`src/rtl/pipe_pkg.sv`:
```
// Shared pipeline definitions used by the IF and ID stages.
// Holds the architectural width, the NOP encoding and the fetch-packet type.
package pipe_pkg;

  localparam int XLEN = 32;

  localparam logic [XLEN-1:0] NOP_INSTR = 32'h0;

  typedef struct packed {
    logic [XLEN-1:0] pc;
    logic [XLEN-1:0] instr;
  } fetch_pkt_t;

endpackage : pipe_pkg

```
`src/rtl/prefetch_ram.sv`:
```
// DEPTH x DW storage for the prefetch queue.
// One synchronous write port and one asynchronous (combinational) read port.
module prefetch_ram #(
  parameter int DEPTH = 4,
  parameter int DW    = 64,
  parameter int AW    = $clog2(DEPTH)
) (
  input  logic          clk,
  input  logic          we_i,
  input  logic [AW-1:0] waddr_i,
  input  logic [DW-1:0] wdata_i,
  input  logic [AW-1:0] raddr_i,
  output logic [DW-1:0] rdata_o
);

  logic [DW-1:0] mem_q [DEPTH];

  // NOTE: the array has no reset; occupancy lives in the pointer/count logic,
  // so stale words are never presented as valid and a reset would only cost flops.
  always_ff @(posedge clk) begin
    if (we_i) begin
      mem_q[waddr_i] <= wdata_i;
    end
  end

  assign rdata_o = mem_q[raddr_i];

endmodule : prefetch_ram

```
`src/rtl/if_prefetch_buffer.sv`:
```
// Instruction prefetch queue between IF and ID: circular FIFO of {pc, instr}.
// Optional zero-latency bypass on an empty queue when IF_PREFETCH_BYPASS_EN is defined.
module if_prefetch_buffer
  import pipe_pkg::*;
#(
  parameter int DEPTH = 4,
  parameter int W     = XLEN
) (
  input  logic                     clk,
  input  logic                     reset,
  input  logic                     in_valid,
  output logic                     in_ready,
  input  logic [W-1:0]             in_pc,
  input  logic [W-1:0]             in_instr,
  output logic                     out_valid,
  input  logic                     out_ready,
  output logic [W-1:0]             out_pc,
  output logic [W-1:0]             out_instr,
  input  logic                     flush,
  output logic [$clog2(DEPTH):0]   count
);

  localparam int AW = $clog2(DEPTH);
  localparam int CW = AW + 1;

  localparam logic [1:0] ST_EMPTY   = 2'd0;
  localparam logic [1:0] ST_PARTIAL = 2'd1;
  localparam logic [1:0] ST_FULL    = 2'd2;

  logic [AW-1:0]  rd_ptr_q, rd_ptr_d;
  logic [AW-1:0]  wr_ptr_q, wr_ptr_d;
  logic [CW-1:0]  count_q, count_d;
  logic [1:0]     state_q, state_d;

  logic           head_valid;
  logic           bypass_take;
  logic           do_push;
  logic           do_pop;
  logic [2*W-1:0] head_pkt;
  logic [W-1:0]   head_pc;
  logic [W-1:0]   head_instr;

  prefetch_ram #(
    .DEPTH (DEPTH),
    .DW    (2 * W)
  ) u_ram (
    .clk     (clk),
    .we_i    (do_push),
    .waddr_i (wr_ptr_q),
    .wdata_i ({in_pc, in_instr}),
    .raddr_i (rd_ptr_q),
    .rdata_o (head_pkt)
  );

  assign {head_pc, head_instr} = head_pkt;

  // Flush masks both handshakes, which is what gives it priority over push and pop.
  assign in_ready   = (state_q != ST_FULL) && !flush;
  assign head_valid = (state_q != ST_EMPTY) && !flush;

`ifdef IF_PREFETCH_BYPASS_EN
  logic bypass_active;

  assign bypass_active = (state_q == ST_EMPTY) && in_valid && !flush;
  assign bypass_take   = bypass_active && out_ready;
  assign out_valid     = head_valid || bypass_active;

  always_comb begin
    out_pc    = '0;
    out_instr = W'(NOP_INSTR);
    if (head_valid) begin
      out_pc    = head_pc;
      out_instr = head_instr;
    end else if (bypass_active) begin
      out_pc    = in_pc;
      out_instr = in_instr;
    end
  end
`else
  assign bypass_take = 1'b0;
  assign out_valid   = head_valid;
  assign out_pc      = head_valid ? head_pc : '0;
  assign out_instr   = head_valid ? head_instr : W'(NOP_INSTR);
`endif

  // A bypassed instruction that decode takes immediately never enters the queue.
  assign do_push = in_valid && in_ready && !bypass_take;
  assign do_pop  = head_valid && out_ready;

  // NOTE: every always_comb output gets a default before any branch, so no
  // path can leave a signal unassigned and infer a latch.
  always_comb begin
    rd_ptr_d = rd_ptr_q;
    wr_ptr_d = wr_ptr_q;
    count_d  = count_q;
    if (flush) begin
      rd_ptr_d = '0;
      wr_ptr_d = '0;
      count_d  = '0;
    end else begin
      if (do_push) wr_ptr_d = wr_ptr_q + AW'(1);
      if (do_pop)  rd_ptr_d = rd_ptr_q + AW'(1);
      case ({do_push, do_pop})
        2'b10:   count_d = count_q + CW'(1);
        2'b01:   count_d = count_q - CW'(1);
        default: count_d = count_q;
      endcase
    end
  end

  always_comb begin
    state_d = ST_PARTIAL;
    if (count_d == '0) begin
      state_d = ST_EMPTY;
    end else if (count_d == CW'(DEPTH)) begin
      state_d = ST_FULL;
    end
  end

  // NOTE: sequential state uses non-blocking assignments so every register
  // samples pre-edge values regardless of statement order.
  always_ff @(posedge clk) begin
    if (reset) begin
      rd_ptr_q <= '0;
      wr_ptr_q <= '0;
      count_q  <= '0;
      state_q  <= ST_EMPTY;
    end else begin
      rd_ptr_q <= rd_ptr_d;
      wr_ptr_q <= wr_ptr_d;
      count_q  <= count_d;
      state_q  <= state_d;
    end
  end

  assign count = count_q;

endmodule : if_prefetch_buffer

```
`config.mk`:
```
export PLATFORM = sky130hd
export DESIGN_NAME = if_prefetch_buffer
export DESIGN_NICKNAME = d
export VERILOG_FILES = /design/src/rtl/pipe_pkg.sv /design/src/rtl/prefetch_ram.sv /design/src/rtl/if_prefetch_buffer.sv
export SDC_FILE = /design/constraint.sdc
export NUM_CORES = 1
export LEC_CHECK = 0
export ABC_CLOCK_PERIOD_IN_PS = 3900
export CORE_ASPECT_RATIO = 1.2
export CORE_MARGIN = 2
export CORE_UTILIZATION = 35
export CTS_CLUSTER_SIZE = 24
export DETAILED_ROUTE_END_ITERATION = 12
export MAX_ROUTING_LAYER = met4
export PLACE_DENSITY_LB_ADDON = 0.3
export REMOVE_ABC_BUFFERS = 1
export SKIP_CTS_REPAIR_TIMING = 1
export SLEW_MARGIN = 20
export SYNTH_ARGS = -nofsm -noshare
export SYNTH_HDL_FRONTEND = slang
export SYNTH_SLANG_ARGS = --single-unit
```
`constraint.sdc`:
```
create_clock -name clk -period 3.9 [get_ports clk]
set_input_delay 0.78 -clock clk [delete_from_list [all_inputs] [get_ports clk]]
set_output_delay 0.78 -clock clk [all_outputs]
set_load 0.005 [all_outputs]
```
# Word level (Yosys, flattened, before mapping)
# Memory sizes are Yosys's and may differ from the RTL's. A register that Yosys moved wholly into a read port is not among the register bits.
# Cells that the tools add are included.
# Widths: inputs -> output; s select.
# totals
elab_cells	31
input_bits	69
register_bits	9
memories	1
ram_bits	256
output_inout_bits	69
# memory_table
name	words	width	read_ports	rd_clocked_by_memory_dff	write_ports	line	rtl
u_ram.mem_q	4	64	1	1	1	prefetch_ram.sv:16	logic [DW-1:0] mem_q [DEPTH];
# op_classes
n_addsub	4
n_reduce_logical	9
eq_ne	4
mux	9
# ops
operator	count
$mux 32	2
$mux 2	3
$pmux 3 s2	1
$add 2x1->2 const B	2
$logic_and 1x1->1	4
$reduce_or 2->1	2
$add 3x1->3 const B	1
$eq 3x3->1 const B	1
$logic_not 3->1	1
$mux 3	1
$sub 3x1->3 const B	1
$eq 2x1->1 const B	1
$eq 2x2->1 const B	1
$mux 1	2
$ne 2x2->1 const B	1
$reduce_bool 2->1	1
$logic_not 1->1	1

# Depth between registers and ports, before layout
# Gate-level depths: netlist of the first run.
# depth
depth_word	8
ltp_mapped	8
depth_no_buf	8

# Modules after synthesis
# From an unflattened synthesis of the first run, not the netlist that was laid out.
# hier_totals
hier_cells	459
area_unflattened_um2	10223.6
# modules_own_cells
module	cells_each	area_each_um2	instances	seq_area_each_um2
prefetch_ram	338	9341.5	1	7687.4
if_prefetch_buffer	121	882.1	1	180.2

# Least setup slack after synthesis of the first run
# OpenSTA, ideal clock, no wires.
# synth_path
path_type	input-to-reg
startpoint	in in_valid
endpoint	mem u_ram.mem_q[0][0] (enable)
setup_ns	0.429
path_stages	2
arrival_ns	2.613
path_slack_ns	0.858
cell_sequence	nor2b_1 and3_1
# synth_between
elab_chain_cells	3
# synth_lines
element	line	rtl
from (decl)	if_prefetch_buffer.sv:11	input logic in_valid,
$logic_and 1x1->1	if_prefetch_buffer.sv:87	assign do_push = in_valid && in_ready && !bypass_take;
$mux 1	prefetch_ram.sv:21	if (we_i) begin
$mux 1 (implied by the code)	prefetch_ram.sv:22	mem_q[waddr_i] <= wdata_i;
to (decl)	prefetch_ram.sv:16	
# No other way between the ends.

# Worst setup path after layout of the first run
# layout_path
startpoint	in flush
endpoint	out out_instr[0]
# layout_between
elab_chain_cells	3
# layout_lines
element	line	rtl
from (decl)	if_prefetch_buffer.sv:19	input logic flush,
$logic_not 1->1	if_prefetch_buffer.sv:59	assign head_valid = (state_q != ST_EMPTY) && !flush;
$logic_and 1x1->1	if_prefetch_buffer.sv:59	
$mux 32	if_prefetch_buffer.sv:83	assign out_instr = head_valid ? head_instr : W'(NOP_INSTR);
to (decl)	if_prefetch_buffer.sv:18	output logic [W-1:0] out_instr,
# No other way between the ends.

==> results of run 1 <==
[report_power, final]
group	switching [µW]	internal (µW)	leakage [µW]	total [µW]
Clock	1010	1390	0.000395	2400
Combinational	92.2	130	0.00120	222
Sequential	10.5	3180	0.00242	3190
Total	1110	4700	0.00401	5810
[critical path, cell delays in order]
cell	delay, ns
clkdlybuf4s50_1	0.51
o21bai_4	0.43
buf_12	0.27
nor2b_1	0.20
clkdlybuf4s50_1	0.55
[kinds of logic (layout without fill, tap and decap cells)]
logic type	count (synthesis)	in the layout	synth area share [%]
flip-flops	267	267	77.4
adder cells (fa/ha/maj)	6	6	0.808
AND/OR/NAND/NOR	90	90	5.44
multiplexers	65	65	14.2
XOR/XNOR	2	2	0.171
AO/OA/AOI/OAI	12	12	0.710
buffers and inverters	27	200	1.31
other	0	1	0
[worst min path at each step]
stage,start,endpoint,slack [ns]
floorplan,rd_ptr_q[1],flop,0.46
global placement,rd_ptr_q[1],flop,0.47
detailed placement,rd_ptr_q[1],flop,0.48
CTS,rd_ptr_q[1],flop,0.48
global route,rd_ptr_q[1],flop,0.55
finish,rd_ptr_q[1],flop,0.48
[Yosys cell counts, types with 4 or more instances]
| master | instances |
|---|---|
| edfxtp_1 | 256 |
| mux4_2 | 64 |
| nor2b_1 | 58 |
| dfxtp_1 | 11 |
| clkbuf_1 | 9 |
| and2b_1 | 8 |
| buf_4 | 6 |
| nor2_1 | 6 |
| a21oi_1 | 5 |
| ha_1 | 5 |
| inv_1 | 5 |
| and3_1 | 4 |
| buf_1 | 4 |
| o21ai_0 | 4 |
[flip-flops by register name, indices dropped and copies added, names as in the netlist, named ones only]
| signal | count |
|---|---|
| u_ram.mem_q | 256 |
| wr_ptr_q | 2 |
| state_q | 2 |
| count | 3 |
| rd_ptr_q | 2 |
[final cells by class]
| class | instances | area (µm²) | area share [%] |
|---|---|---|---|
| Clock buffer | 31 | 691 | 5.32 |
| Inverter | 5 | 18.8 | 0.145 |
| Sequential cell | 267 | 7920 | 60.9 |
| Antenna cell | 1 | 2.50 | 0.0193 |
| Multi-Input combinational cell | 175 | 2210 | 17.0 |
| Clock inverter | 16 | 130 | 1.00 |
| Tap cell | 385 | 482 | 3.71 |
| Timing Repair Buffer | 148 | 1540 | 11.9 |
[layer usage]
| metal | vias to the layer above | track usage, % | share of wire (%) |
|---|---|---|---|
| met4 | 0 | 3.12 | 1.3 |
| met5 | - | - | 0 |
| met2 | 125 | 23.7 | 52 |
| met1 | 2543 | 16.8 | 42 |
| met3 | 29 | 2.95 | 5.6 |
| li1 | 2207 | - | - |
[metrics by stage]
step | setup TNS, ns | util [%] | setup WS (ns) | cells | hold slack (ns)
floorplan | -25.59 | - | -0.424 | 447 | 0.459
global placement | 0 | 42.3 | 0.377 | 980 | 0.471
detailed placement | 0 | 42.3 | 0.342 | 980 | 0.477
CTS | 0 | 45.2 | 0.252 | 1027 | 0.476
global route | 0 | 45.2 | 0.139 | 1028 | 0.546
finish | 0 | 45.2 | 0.352 | 1028 | 0.484
==> results.toml, run 1 <==
[outcome]
status = "finished clean"

[synth]
synth_top_cell_area_share_pct = 75.2
synth.distinct_cells = 31
synth_seq_cells = 267
synth.area.top_cells = "edfxtp_1 (75%), mux4_2 (14%), nor2b_1 (3.6%)"
synth_area_per_cell_um2 = 21.8
synth_edf_count = 256
synthArstFlopShare_pct = 0
synth_top_cell_by_area = "edfxtp_1"
synthFlopType = "edfxtp_1"
synthesis.area_mm2 = 0.0102
synthCells = 469
ys_warn_count = 0
synth_seq_area_share_pct = 77.4

[clock_network]
clkSinkCount = 267
clock_path_buffers = 3
root_buffer = "clkbuf_16"
cts.clk_slew.worst_paths_ns = 0.06
cts-htree-levels = 1
cts_tree = "yes"
clock_latency_ns = 0.52
numCtsBuffers = 26

[sta]
grt_setup_unrepaired = "false"
hold_violations = 0
fin_crit_sh_pct = 91.0
setup_viol = 0
drv_slew = 0
worst_pin_slew_ns = 0.836
fin_skew_ns = 0.0139
maxSlewHeadroom_pct = 44.1
post-route-min-period_ns = 3.55
fmax_ghz = 0.282

[global_route]
grt_usage_pct = 13.8
grt_pass1_vias = 5383
overflow = 0
antenna_found_initial = 1
grt_max_degree = 43
grt_pass1_wl_mm = 31.2

[critical_path]
reg2reg_to = "state_q[1]"
r2r_setup_slack_ns = 1.26
worst-path-max-fanout = 27
worstSetupPathType = "in -> out"
r2r_cells = 7
crit_end = "out_instr[0]"
cp_data_required_time_ns = 3.12
cp.arrival_ns = 2.77
cp-startpoint = "flush"
reg2reg_from = "state_q[1]"
cp-start-kind = "input pin"
crit_path_end_kind = "primary output"

[floorplanning]
start_util_pct = 35.5
die_h_um = 191
core_area_mm2 = 0.0288
boundaryPins = 138
row_count = 68
fp.dieW_um = 160
die_area_mm2 = 0.0306

[cells_and_area]
finalInstanceArea_mm2 = 0.0130
layout_commonest_cell = "edfxtp_1"
area_delta_synth_final_pct = 27.1
final_cell_mix = "edfxtp_1 (256), clkdlybuf4s50_1 (137), mux4_2 (64)"
nets = 698
n_fill_cell = 2545
drive_gt1_share_pct = 18.8

[hold_path]
min_path_type = "reg -> reg"
min_path_cells = 2

[power]
power.density_mw_per_mm2 = 448
total_power_uw = 5810
vdd_drop_max_v = 0.000249
leakagePower_uw = 0.00401

[drt]
drtIter0Drc = 249
viasPerCell = 4.77
wl_mm = 20.3
routedWlPerCell_um = 19.7
drc = 0
final_antenna_net_count = 0
vias = 4904
dr.pass1.iters = 6

[flow_run]
cap_violations = 0

[place]
gp_congestion = 0.763
hpwlAfterDp_mm = 11.9
dpl_cell_area_mm2 = 0.0122
io_buffers = 137
Power figures use the tool's default switching activity.
==> run 2, diff against run 1 <==
ABC_CLOCK_PERIOD_IN_PS = not set   (was 3900)
==> results of run 2 <==
No change in the layout: final DEF, timing and power equal those of run 1.
==> run 3, diff against run 2 <==
CELL_PAD_IN_SITES_DETAIL_PLACEMENT = 1   (was not set)
CELL_PAD_IN_SITES_GLOBAL_PLACEMENT = 1   (was not set)
==> results.toml, run 3 (synthesized netlist as in run 1, its figures left out) <==
[outcome]
status = "finished clean"

[place]
hpwlAfterDp_mm = 12.6
placedCellCount = 979
gp_congestion = 0.749
place_ws_ns = 0.415
dpl_cell_area_mm2 = 0.0122
io_buffers = 137

[global_route]
grt_pass1_wl_mm = 32.2
antenna_found_initial = 0
use_met1_pct = 17.5
grt_usage_pct = 14.0
met2_usage_pct = 23.8
grt_pass1_vias = 5645
gr-usage-met3_pct = 2.58
grt_max_degree = 38
grt.busiest_layer = "met2"
overflow = 0

[drt]
viasPerCell = 4.80
drtIter0Drc = 205
routedWlPerCell_um = 20.1
dr.pass1.iters = 4
drc = 0
wl_mm = 20.6
vias = 4932
final_antenna_net_count = 0

[cells_and_area]
nets = 697
finalInstanceArea_mm2 = 0.0130
area_delta_synth_final_pct = 27.3
largest_reg_flops = 256
n_fill_cell = 2729
instances_no_fill = 1027
multi_input_area_mm2 = 0.00221
largest-register = "u_ram.mem_q"
layout_commonest_cell = "edfxtp_1"
final_cell_mix = "edfxtp_1 (256), clkdlybuf4s50_1 (137), mux4_2 (64)"
drive_gt1_share_pct = 18.7
num_antenna_cells = 0
regArea_mm2 = 0.00792

[sta]
post-route-min-period_ns = 3.44
fin_skew_ns = 0.00882
fin_crit_sh_pct = 88.3
setup_slack_ns = 0.455
fmax_ghz = 0.290
setup_viol = 0
finalSetupTns_ns = 0
grt_setup_unrepaired = "false"
drv_slew = 0
worst_pin_slew_ns = 0.574
hold_violations = 0
maxSlewHeadroom_pct = 61.7

[clock_network]
cts-htree-levels = 1
clock_latency_ns = 0.51
clock_path_buffers = 3
numCtsBuffers = 26
cts_tree = "yes"
cts.clk_slew.worst_paths_ns = 0.06
clkSinkCount = 267
root_buffer = "clkbuf_16"

[critical_path]
crit_path_end_kind = "primary output"
cp_data_required_time_ns = 3.12
worst-path-buf-inv = 3
crit_chain = "clkdlybuf4s50_1 -> o21bai_4 -> buf_12 -> nor2b_1 -> clkdlybuf4s50_1"
r2r_setup_slack_ns = 1.32
r2r_cells = 8
critical-path-max-stage-delay_ns = 0.54
crit_family = "buffers and inverters"
cpMaxStageDelayCell = "clkdlybuf4s50_1"
worstSetupPathType = "in -> out"
worst-path-max-fanout = 37
cp.arrival_ns = 2.66
reg2reg_from = "state_q[1]"
reg2reg_to = "state_q[1]"
cp-start-kind = "input pin"
cpMostUsedCell = "clkdlybuf4s50_1"

[floorplanning]
row_count = 68
die_area_mm2 = 0.0306
fp.dieW_um = 160
core_area_mm2 = 0.0288
boundaryPins = 138
die_h_um = 191
start_util_pct = 35.5

[flow_run]
cap_violations = 0

[hold_path]
min_path_type = "reg -> reg"
min_path_cells = 2
hp-start = "rd_ptr_q[1]"

[power]
leakagePower_uw = 0.00403
power.density_mw_per_mm2 = 452
vdd_drop_max_v = 0.000247
==> run 3: worst reg2reg max path, stage by stage, from the launching register on <==
cell      delay [ns]
dfxtp_1         0.34
o21bai_4        0.48
buf_12          0.30
nor2_1          0.07
ha_1            0.21
fa_1            0.38
xnor2_1         0.15
or4_4           0.43
a21oi_2         0.14
==> run 3: per-stage QoR <==
stage	power [µW]	utilization, %	hold WS (ns)
after floorplan	3330	-	0.459
final	5880	45.2	0.528
after global placement	3470	42.3	0.465
after global routing	6070	45.2	0.547
after CTS	5950	45.2	0.514
after detailed placement	3480	42.3	0.519
==> run 3: area by class of cell <==
type,instances,share of cell area [%]
flip-flops and latches,267,60.8
multi-input cells,175,17.0
repair buffers,147,11.9
clock buffers,35,5.42
well taps,385,3.70
clock inverters,13,1.05
inverters,5,0.144
==> run 3: worst max path at each step <==
| stage | start | end | slack, ns | cells past startpoint |
|---|---|---|---|---|
| 6_report | flush | out_instr[11] | 0.46 | 5 |
| 5_1_grt | flush | out_instr[11] | 0.37 | 5 |
| 4_1_cts | flush | out_instr[11] | 0.42 | 5 |
| 3_5_place_dp | flush | state_q[1] | 0.41 | 9 |
| 3_3_place_gp | flush | out_instr[11] | 0.44 | 5 |
| 2_1_floorplan | flop | out_instr[15] | -0.42 | 2 |
==> run 3: where the power goes <==
group | total [µW] | switching (µW) | internal, µW | leakage (µW)
sequential | 3190 | 10.7 | 3180 | 0.00242
combinational | 225 | 95.5 | 129 | 0.00120
clock | 2460 | 998 | 1470 | 0.000417
==> run 3: per-layer routing <==
metal	vias up	share of wire [%]
li1	2197	-
met1	2586	42
met2	119	51
met3	30	4.7
met4	0	1.8
met5	-	0
